<file path="src/rtl/mem_arbiter.sv">
// Three-way arbiter (fetch / data / debug) in front of a single-port
// synchronous RAM, with a starvation promotion for instruction fetch.
module mem_arbiter #(
    parameter int STARVE_LIMIT = 4
) (
    input  logic        clk,
    input  logic        rst,
    input  logic        f_req,
    input  logic [15:0] f_addr,
    output logic        f_ack,
    input  logic        d_req,
    input  logic        d_we,
    input  logic [15:0] d_addr,
    input  logic [15:0] d_wdata,
    output logic        d_ack,
    input  logic        g_req,
    input  logic        g_we,
    input  logic [15:0] g_addr,
    input  logic [15:0] g_wdata,
    output logic        g_ack,
    output logic [15:0] rdata,
    output logic        mem_en,
    output logic        mem_we,
    output logic [15:0] mem_addr,
    output logic [15:0] mem_wdata,
    input  logic [15:0] mem_rdata,
    output logic [1:0]  grant,
    output logic        busy
);

    typedef enum logic [1:0] {
        IDLE,
        ISSUE,
        ACK
    } state_t;

    localparam logic [1:0] G_NONE = 2'd0;
    localparam logic [1:0] G_F    = 2'd1;
    localparam logic [1:0] G_D    = 2'd2;
    localparam logic [1:0] G_G    = 2'd3;
    localparam logic [2:0] LIMIT  = 3'(STARVE_LIMIT);

    state_t      state;
    logic [2:0]  starve;
    logic        starved;
    logic        pf;
    logic        pd;
    logic        pg;
    logic [1:0]  win;
    logic [15:0] sel_addr;
    logic [15:0] sel_wdata;
    logic        sel_we;

    assign starved = (starve == LIMIT);
    assign rdata   = (f_ack | d_ack | g_ack) ? mem_rdata : 16'h0000;

    // Eligible requests; the requester being acknowledged sits out
    always_comb begin
        pf = f_req;
        pd = d_req;
        pg = g_req;
        if (state == ACK) begin
            case (grant)
                G_F:     pf = 1'b0;
                G_D:     pd = 1'b0;
                G_G:     pg = 1'b0;
                default: ;
            endcase
        end
    end

    // Priority pick: debug > data > fetch, fetch first once starved
    always_comb begin
        win = G_NONE;
        if (starved && pf) begin
            win = G_F;
        end else if (pg) begin
            win = G_G;
        end else if (pd) begin
            win = G_D;
        end else if (pf) begin
            win = G_F;
        end
    end

    // Operands of the winner; fetch is always a read with zero data
    always_comb begin
        sel_addr  = f_addr;
        sel_we    = 1'b0;
        sel_wdata = 16'h0000;
        case (win)
            G_D: begin
                sel_addr  = d_addr;
                sel_we    = d_we;
                sel_wdata = d_wdata;
            end
            G_G: begin
                sel_addr  = g_addr;
                sel_we    = g_we;
                sel_wdata = g_wdata;
            end
            default: ;
        endcase
    end

    // Control FSM with registered outputs and fetch starvation counter
    always_ff @(posedge clk or negedge rst) begin
        if (!rst) begin
            state     <= IDLE;
            starve    <= 3'd0;
            f_ack     <= 1'b0;
            d_ack     <= 1'b0;
            g_ack     <= 1'b0;
            mem_en    <= 1'b0;
            mem_we    <= 1'b0;
            mem_addr  <= 16'h0000;
            mem_wdata <= 16'h0000;
            grant     <= G_NONE;
            busy      <= 1'b0;
        end else begin
            f_ack  <= 1'b0;
            d_ack  <= 1'b0;
            g_ack  <= 1'b0;
            mem_en <= 1'b0;
            unique case (state)
                IDLE, ACK: begin
                    if (win != G_NONE) begin
                        state     <= ISSUE;
                        grant     <= win;
                        busy      <= 1'b1;
                        mem_en    <= 1'b1;
                        mem_addr  <= sel_addr;
                        mem_we    <= sel_we;
                        mem_wdata <= sel_wdata;
                    end else begin
                        state <= IDLE;
                        grant <= G_NONE;
                        busy  <= 1'b0;
                    end
                    if (win == G_F) begin
                        starve <= 3'd0;
                    end else if (pf && !starved) begin
                        starve <= starve + 3'd1;
                    end
                end
                ISSUE: begin
                    state <= ACK;
                    f_ack <= (grant == G_F);
                    d_ack <= (grant == G_D);
                    g_ack <= (grant == G_G);
                end
                default: begin
                    state <= IDLE;
                    grant <= G_NONE;
                    busy  <= 1'b0;
                end
            endcase
        end
    end

endmodule

</file>
<file path="config.mk">
export PLATFORM = sky130hd
export DESIGN_NAME = mem_arbiter
export DESIGN_NICKNAME = d
export VERILOG_FILES = /design/src/rtl/mem_arbiter.sv
export SDC_FILE = /design/constraint.sdc
export NUM_CORES = 1
export LEC_CHECK = 0
export ABC_AREA = 1
export BUFFER_PORTS_ARGS = -buffer_cell sky130_fd_sc_hd__buf_2
export CAP_MARGIN = 30
export CORE_MARGIN = 2
export CORE_UTILIZATION = 40
export CTS_BUF_LIST = sky130_fd_sc_hd__clkbuf_2
export DETAILED_ROUTE_END_ITERATION = 8
export GPL_ROUTABILITY_DRIVEN = 0
export GPL_TIMING_DRIVEN = 0
export PLACE_DENSITY = 0.77
export SLEW_MARGIN = 15
export SYNTH_ARGS = -nofsm -noshare
export SYNTH_HDL_FRONTEND = slang
export SYNTH_SLANG_ARGS = --single-unit
</file>
<file path="constraint.sdc">
create_clock -name clk -period 2.1 [get_ports clk]
set_input_delay 0.42 -clock clk [delete_from_list [all_inputs] [get_ports clk]]
set_output_delay 0.42 -clock clk [all_outputs]
set_load 0.02 [all_outputs]
</file>
==> results of run 1 <==
==> synthesized netlist by cell type <==
library cell,count
nand2_4,5
inv_1,60
buf_8,2
o22ai_1,1
nand2_8,1
dfrtp_1,45
inv_4,2
nor3_1,18
nand3_1,50
clkbuf_1,1
nand2_1,32
a21oi_1,17
nand2_2,5
nor2_2,10
o21ai_0,2
xnor2_1,1
inv_2,2
nor2_1,114
buf_6,5
ha_1,2
nand3_4,1
buf_4,4
inv_8,1
a21oi_4,1
buf_12,1
buf_2,3
==> cell families (layout without fill, tap and decap cells) <==
family | after synthesis | count (layout) | share of synthesized area [%]
compound gates | 21 | 21 | 4.25
fa+ha+maj | 2 | 2 | 0.905
flops | 45 | 45 | 40.7
simple gates | 236 | 236 | 38.9
buf+inv | 81 | 250 | 14.9
xor+xnor | 1 | 1 | 0.317
==> per-layer routing <==
layer | part of all wire [%] | global-route usage (%) | up-vias
met5 | 0 | 0 | -
met2 | 52 | 37.6 | 91
li1 | - | - | 1516
met1 | 42 | 23.7 | 1366
met4 | 0.86 | 4.20 | 0
met3 | 5.5 | 4.17 | 8
==> path summary, 6_finish.rpt <==
kind / startpoint / endpoint / cells past startpoint
hold / removal: d_we / mem_we / 3
min in group asynchronous: rst / mem_wdata[15] / 2
max in group asynchronous: rst / state[0] / 3
setup reg to reg: starve[0] / mem_wdata[8] / 10
hold reg to reg: state[1] / state[1] / 1
setup / recovery: g_ack / rdata[9] / 4
==> flip-flops by register name (all words and copies together) (netlist names) <==
signal     flops
starve         3
state          2
d_ack          1
g_ack          1
grant          2
busy           1
mem_wdata     16
mem_addr      16
mem_en         1
f_ack          1
mem_we         1
==> layout make-up <==
type,instances,area [µm²],share of cell area (%)
flip-flops and latches,45,1130,30.0
clock inverters,1,3.75,0.100
multi-input cells,260,1240,33.0
repair buffers,162,836,22.3
inverters,65,256,6.84
clock buffers,6,30.0,0.801
well taps,80,100,2.67
plain buffers,16,159,4.24
==> critical path, delay by kind of cell, from the launching register on <==
family	cells	cell delay, ns
buffers and inverters	2	0.37
and+or+nand+nor	2	0.34
DFF	1	0.46
==> stage by stage <==
step | power, µW | setup WS (ns)
floorplan | 3720 | 0.272
global placement | 4640 | 0.189
detailed placement | 4740 | 0.130
CTS | 5110 | 0.000582
global route | 5540 | 0.00571
finish | 5120 | 0.102
==> repair_timing <==
action                     in CTS  in global routing
hold endpoints to repair       13                  0
setup buffers                   0                  2
pin swaps                       0                  1
setup endpoints to repair      11                 10
gates resized for setup         3                  3
hold buffers                    1                  0
==> power by group <==
part | internal (µW) | switching (µW) | leakage (µW)
Combinational | 1170 | 2050 | 0.00161
Clock | 77.7 | 272 | 0.0000265
Sequential | 1300 | 253 | 0.000530
==> run_results.csv, run 1 <==
group,metric,value,unit
grt,grt_overflow,0,
layout,stdcell_area,0.00375,mm²
layout,fillers,672,
routing,totalWireLength,7.82,mm
grt,grt_max_degree,33,
layout,utilization,55.5,%
routing,avgViaCountPerCell,4.69,
routing,drtPass1Iterations,4,
layout,area_growth,35.6,%
yosys,yosys.area.top_type,"dfrtp_1",
place,placed_area,0.00368,mm²
yosys,ys_seq_area_share,40.7,%
clock_tree,cts-root-buf,"clkbuf_2",
yosys,synth_area,0.00277,mm²
routing,drc_errors,0,
layout,layout_commonest_cell,"buf_2",
timing,fin_crit,2.00,ns
yosys,synth.avg_cell_area,7.16,µm²
timing,hold-worst-slack,0.240,ns
worst_setup_path,critical_path.max_stage_delay,0.46,ns
layout,drive_gt1_share,38.2,%
routing,vias,2981,
place,placed_cells,625,
timing,period_share,95.1,%
clock_tree,cts.sinks,45,
floorplanning,ioPinCount,159,
place,place_hpwl,6.14,mm
clock_tree,cts_max_path_buffers,2,
timing,finalSetupViolCount,0,
place,portBuffers,158,
yosys,synth_top_cell_area_share,40.7,%
layout,fin_nets,660,
timing,rsz0062_at_grt,"false",
yosys,netlist_instances,386,
layout,layout_common_cells,"buf_2 (161), nor2_1 (114), inv_1 (60), nand3_1 (50), dfrtp_1 (45)",
timing,setup_tns,0,ns
worst_setup_path,crit_slowest_cell,"dfrtp_1",
flow_run,max_cap_violations,0,
routing,drt-wirelength-per-cell,12.3,µm
worst_setup_path,cp_max_fo,10,
worst_setup_path,required,1.68,ns
yosys,synth_area_leaders,"dfrtp_1 (41%), nor2_1 (15%), nand3_1 (9.0%), inv_1 (8.1%), nand2_1 (4.3%)",
timing,max_freq,501,MHz
clock_tree,cts_tree,"built",
clock_tree,cts_buffers,5,
clock_tree,clock_latency,0.41,ns
routing,ant_nets,0,
floorplanning,coreArea,0.00676,mm²
worst_setup_path,path_cells,"nor3_4 > buf_4 > nor2_1 > buf_2",
floorplanning,start_util,40.9,%
yosys,syn-num-nets,491,
power_and_ir_drop,p_leak,0.00217,µW
floorplanning,row_count,30,
power_and_ir_drop,power.density,1370,mW/mm²
layout,antenna_cells,0,
clock_tree,htree_levels,2,
grt,antenna_found_initial,0,
grt,grt_pass1_vias,2715,
timing,timing_hold_violations_final,0,
floorplanning,dieArea,0.00759,mm²
yosys,yosysWarningCount,0,
hold_path,hold_class,"in -> reg",
worst_setup_path,crit_type,"reg -> out",
timing,max_slew_margin,77.2,%
worst_setup_path,critPathLaunchType,"flop",
clock_tree,clk_pin_slew_worst_paths,0.22,ns
floorplanning,fp.dieH,87.1,µm
timing,worstMarginPinSlew,0.343,ns
worst_setup_path,r2r_slack,0.34,ns
status,status,"finished, final reports clean",
grt,grt_usage,20.1,%
power_and_ir_drop,max-vdd-ir-drop,0.466,mV
grt,grt_pass1_wl,12.2,mm
worst_setup_path,end_kind,"output pin",
floorplanning,die_w,87.1,µm
timing,final_max_slew_viol_count,0,
yosys,synth.distinct_cells,26,
routing,drt-initial-drc-count,101,
worst_setup_path,cp.arrival,1.58,ns
yosys,ys_seq_elements,45,
layout,fin_cells,635,
timing,clock-skew-final,0.00949,ns
No activity file was read; power rests on OpenSTA's default activity.
==> run 2, diff against run 1 <==
- ABC_AREA: 1 -> unset
- CORE_UTILIZATION: 40 -> 42
- PLACE_DENSITY: 0.77 -> 0.82
- clock period: 2.1 -> 1.69 ns (I/O delays scaled with it)
==> run_results.csv, run 2 <==
group,metric,value,unit
grt,grt_max_degree,29,
status,status,"finished, violations left",
clock_tree,cts_tree,"built",
routing,avgViaCountPerCell,5.45,
clock_tree,clock_latency,0.44,ns
yosys,netlist_instances,281,
grt,antenna_found_initial,0,
timing,clock-skew-final,0.0323,ns
place,placed_area,0.00382,mm²
hold_path,holdCritStartpoint,"g_addr[13]",
grt,grt_usage,23.9,%
hold_path,hold_class,"in -> reg",
place,placed_cells,519,
power_and_ir_drop,p_comb_share,67.6,%
layout,fillers,527,
yosys,ys_seq_area_share,39.0,%
worst_setup_path,cp.arrival,1.50,ns
timing,fin_crit,1.83,ns
yosys,syn-num-nets,386,
yosys,synth.distinct_cells,43,
layout,drive_gt1_share,61.5,%
power_and_ir_drop,netSwitchingFraction,44.6,%
grt,grt_pass1_wl,14.3,mm
timing,max_slew_margin,51.6,%
clock_tree,cts-root-buf,"clkbuf_2",
layout,stdcell_area,0.00458,mm²
layout,reg_top3,"mem_addr x16, mem_wdata x16, starve x3",
timing,setup_tns,-5.15,ns
power_and_ir_drop,p_clk_share,6.7,%
worst_setup_path,rr_worst_depth,7,
yosys,yosysWarningCount,0,
hold_path,holdPathEnd,"mem_addr[13]",
worst_setup_path,reg2reg_to,"mem_wdata[2]",
clock_tree,cts_max_path_buffers,2,
worst_setup_path,cp_max_fo,10,
yosys,synth_area,0.00289,mm²
layout,area_growth,58.6,%
floorplanning,fp.dieH,86.9,µm
power_and_ir_drop,p_leak,0.00234,µW
floorplanning,row_count,30,
timing,finalSetupViolCount,50,
yosys,synth-edff-count,0,
yosys,synth_top_cell_area_share,39.0,%
clock_tree,clk_pin_slew_worst_paths,0.27,ns
timing,rsz0062_at_grt,"true",
hold_path,whs_path_depth,3,
layout,layout_common_cells,"buf_2 (157), dfrtp_1 (42), nand2_1 (38), buf_4 (20), inv_1 (20)",
clock_tree,cts_buffers,5,
timing,max_freq,545,MHz
yosys,ys_seq_elements,45,
floorplanning,start_util,42.9,%
worst_setup_path,r2r_slack,-0.14,ns
yosys,ys.flop_type,"dfrtp_1",
routing,drt-initial-drc-count,154,
floorplanning,dieArea,0.00755,mm²
place,portBuffers,157,
worst_setup_path,r2r-start,"state[0]",
routing,vias,3051,
status,violations,"setup timing",
worst_setup_path,critPathLaunchType,"flop",
routing,ant_nets,0,
worst_setup_path,end_kind,"output pin",
timing,hold-worst-slack,0.205,ns
yosys,yosys-top-cells-count,"dfrtp_1 (45), nand2_1 (39), inv_1 (22)",
power_and_ir_drop,max-vdd-ir-drop,0.801,mV
yosys,synth.avg_cell_area,10.3,µm²
flow_run,max_cap_violations,0,
routing,drt-wirelength-per-cell,16.8,µm
power_and_ir_drop,p_sw,3360,µW
worst_setup_path,crit_type,"reg -> out",
power_and_ir_drop,power.total,7540,µW
yosys,synth_area_leaders,"dfrtp_1 (39%), mux2_2 (5.9%), o32a_1 (5.6%), o32ai_1 (5.2%), nand2_1 (5.1%)",
timing,setup_ws,-0.144,ns
timing,final_max_slew_viol_count,0,
floorplanning,coreArea,0.00672,mm²
yosys,yosysMostFrequentCell,"dfrtp_1",
timing,timing_hold_violations_final,0,
power_and_ir_drop,internal_power,4180,µW
clock_tree,htree_levels,2,
layout,antenna_cells,0,
clock_tree,cts.sinks,45,
power_and_ir_drop,power.density,1650,mW/mm²
layout,fin_nets,584,
grt,grt_overflow,0,
floorplanning,die_w,86.9,µm
worst_setup_path,required,1.35,ns
floorplanning,ioPinCount,159,
layout,fin_cells,560,
layout,layout_commonest_cell,"buf_2",
routing,drtPass1Iterations,4,
timing,worstMarginPinSlew,0.726,ns
power_and_ir_drop,seqPwrFrac,25.7,%
routing,drc_errors,0,
yosys,yosys.area.top_type,"dfrtp_1",
timing,period_share,109,%
place,place_hpwl,6.15,mm
yosys,async_flop_share,100,%
grt,grt_pass1_vias,2982,
routing,totalWireLength,9.41,mm
run 2: cell types whose count changed after synthesis, moves of 16 or more:
cell	before	now
nor2_1	114	3
o32ai_1	0	17
nand3_1	50	1
o32a_1	0	16
nor2b_1	0	17
inv_1	60	22
run 2: kinds of logic (layout without fill, tap and decap cells):
kind of cell             after synthesis  in the layout  synth area share [%]
flip-flops                            45             45                  39.0
adder cells (fa/ha/maj)                2              2                 0.867
AND/OR/NAND/NOR                       88             89                  16.2
AO/OA/AOI/OAI                         81             81                  25.9
multiplexers                          19             19                  7.94
buffers and inverters                 46            244                  10.1
run 2: critical path, stage by stage (launching register included):
cell,delay [ns]
dfrtp_1,0.47
nor3_4,0.20
clkbuf_8,0.19
nor2b_1,0.05
buf_2,0.15
run 2: how the worst max path moves through the flow:
stage / startpoint / to / slack, ns / depth (start not counted)
6_report: f_ack / rdata[13] / -0.14 / 4
5_1_grt: g_ack / rdata[14] / -0.26 / 4
4_1_cts: f_ack / rdata[13] / -0.14 / 4
3_5_place_dp: d_req / mem_wdata[10] / -0.47 / 6
3_3_place_gp: d_req / mem_wdata[4] / -0.48 / 6
2_1_floorplan: grant[0] / mem_wdata[12] / -0.09 / 5
run 2: power by group through the flow:
| stage | Clock, µW | Combinational [µW] | Sequential (µW) |
|---|---|---|---|
| final | 505 | 5090 | 1940 |
| after global routing | 544 | 5430 | 2000 |
| after CTS | 497 | 4800 | 1910 |
| after detailed placement | 0 | 3900 | 1930 |
| after global placement | 0 | 3820 | 1910 |
| after floorplan | 0 | 2210 | 2440 |
run 2: stage by stage:
step                      util, %  setup slack, ns
after floorplan                 -          -0.0913
final                        68.1           -0.144
after global routing         68.1           -0.261
after global placement       56.5           -0.476
after detailed placement     56.8           -0.475
after CTS                    65.6           -0.136
run 2: what timing repair did:
action / 4_1_cts / 5_1_grt
setup endpoints to repair: 53 / 53
gates resized for setup: 71 / 18
gates cloned: 7 / 3
endpoints found under the hold margin: 17 / 0
setup buffers: 19 / 6
pin swaps: 27 / 20
hold buffers: 1 / 0
run 2: layer usage:
metal	GRT usage [%]	part of all wire [%]	vias up
li1	-	-	1433
met1	31.6	41	1469
met2	41.4	50	138
met3	4.08	7.2	11
met4	4.83	1.2	0
met5	0	0	-
run 2: area by class of cell:
class / count / area [µm²] / area share [%]
tap: 80 / 100 / 2.19
inverter: 22 / 82.6 / 1.80
clock buffer: 5 / 25.0 / 0.547
sequential: 45 / 1130 / 24.7
buffer: 23 / 248 / 5.41
clock inverter: 3 / 21.3 / 0.465
multi-input combinational: 191 / 1820 / 39.8
timing repair buffer: 191 / 1150 / 25.1
==> run 3, diff against run 2 <==
- CTS_BUF_LIST: sky130_fd_sc_hd__clkbuf_2 -> sky130_fd_sc_hd__clkbuf_4
==> run_results.csv, run 3 (synthesized netlist as in run 2, its figures left out) <==
group,metric,value,unit
timing,setup_ws,-0.0810,ns
timing,worstMarginPinSlew,0.501,ns
hold_path,hold_class,"in -> reg",
timing,max_slew_margin,66.6,%
routing,avgViaCountPerCell,5.51,
grt,grt_pass1_wl,14.2,mm
worst_setup_path,cp.arrival,2.03,ns
timing,clock-skew-final,0.0244,ns
power_and_ir_drop,max-vdd-ir-drop,0.804,mV
grt,grt_usage,23.9,%
timing,final_max_slew_viol_count,0,
layout,area_growth,56.5,%
clock_tree,cts_tree,"built",
layout,layout_commonest_cell,"buf_2",
layout,fin_nets,579,
timing,hold-worst-slack,0.274,ns
place,portBuffers,157,
routing,drtPass1Iterations,4,
routing,totalWireLength,9.15,mm
timing,finalSetupViolCount,52,
layout,multi_input_area,0.00176,mm²
layout,antenna_cells,0,
layout,layout_common_cells,"buf_2 (156), dfrtp_1 (42), nand2_1 (39), inv_1 (19), mux2_4 (18)",
worst_setup_path,required,1.95,ns
timing,period_share,105,%
worst_setup_path,critPathLaunchType,"flop",
worst_setup_path,r2r-start,"state[1]",
hold_path,holdCritStartpoint,"g_addr[13]",
floorplanning,ioPinCount,159,
timing,timing_hold_violations_final,0,
routing,drc_errors,0,
grt,antenna_found_initial,0,
grt,grt_overflow,0,
worst_setup_path,end_kind,"flop",
power_and_ir_drop,power.density,1660,mW/mm²
place,place_hpwl,6.15,mm
grt,grt_max_degree,29,
routing,drt-wirelength-per-cell,16.5,µm
clock_tree,clk_pin_slew_worst_paths,0.16,ns
layout,drive_gt1_share,61.3,%
routing,vias,3056,
floorplanning,die_w,86.9,µm
timing,max_freq,565,MHz
floorplanning,coreArea,0.00672,mm²
place,preCtsSetupSlack,-0.475,ns
clock_tree,cts_max_path_buffers,2,
clock_tree,cts-root-buf,"clkbuf_4",
clock_tree,htree_levels,2,
worst_setup_path,crit_type,"reg -> reg",
clock_tree,cts_buffers,5,
clock_tree,cts.sinks,45,
floorplanning,dieArea,0.00755,mm²
worst_setup_path,cp_max_fo,8,
status,status,"finished, violations left",
timing,fin_crit,1.77,ns
power_and_ir_drop,p_leak,0.00231,µW
layout,fillers,523,
flow_run,max_cap_violations,0,
grt,grt_pass1_vias,2966,
layout,reg_top3,"mem_addr x16, mem_wdata x16, starve x3",
clock_tree,clock_latency,0.38,ns
floorplanning,start_util,42.9,%
timing,setup_tns,-2.45,ns
layout,regArea,0.00113,mm²
floorplanning,fp.dieH,86.9,µm
status,violations,"setup timing",
timing,rsz0062_at_grt,"true",
floorplanning,row_count,30,
routing,drt-initial-drc-count,166,
routing,ant_nets,0,
worst_setup_path,crit_start,"state[1]",
run 3: path summary, 6_finish.rpt:
check	to	slack, ns	depth (start not counted)
worst min-delay path	mem_addr[13]	0.27	3
worst max register to register	mem_wdata[0]	-0.08	6
max in group asynchronous	mem_wdata[1]	0.72	3
worst max-delay path	mem_wdata[0]	-0.08	6
worst min register to register	busy	0.51	1
min in group asynchronous	mem_addr[1]	0.42	2
run 3: area by class of cell:
cell class | instances | share of cell area (%)
plain buffers | 23 | 5.54
clock buffers | 5 | 0.831
clock inverters | 3 | 0.471
inverters | 22 | 1.91
multi-input cells | 190 | 39.1
flip-flops and latches | 45 | 25.0
well taps | 80 | 2.22
repair buffers | 187 | 24.9
run 3: critical path: stages (launching register included):
cell,delay (ns)
dfrtp_2,0.52
and4bb_4,0.26
nor2_4,0.23
buf_8,0.19
buf_12,0.11
o32ai_2,0.07
mux2_4,0.26
run 3: per-layer routing:
metal	wire, µm	vias to the layer above	part of all wire (%)	GRT usage [%]
met5	0	-	0	0
met4	132	0	1.4	5.82
met3	645	11	7.0	4.17
met2	4550	140	50	40.9
met1	3830	1478	42	31.3
li1	-	1427	-	-
run 3: repair_timing:
action	CTS	global route
endpoints found under the setup margin	53	53
setup buffers	22	2
resized for setup	59	31
gates cloned	3	1
pin swaps	17	15
hold buffers	1	0
endpoints found under the hold margin	17	0
run 3: report_power, final:
group	leakage (µW)	switching [µW]	internal (µW)
clock	0.0000316	395	165
combinational	0.00174	2540	2460
sequential	0.000544	362	1570
total	0.00231	3300	4200
run 3: stage by stage:
stage               total power [µW]  cells  util [%]  area, µm²
finish                          7500    555      67.2       4510
global route                    7960    555      67.2       4510
CTS                             7250    553      65.3       4390
detailed placement              5840    519      56.8       3820
global placement                5740    518      56.5       3800
floorplan                       4650    281         -       2910
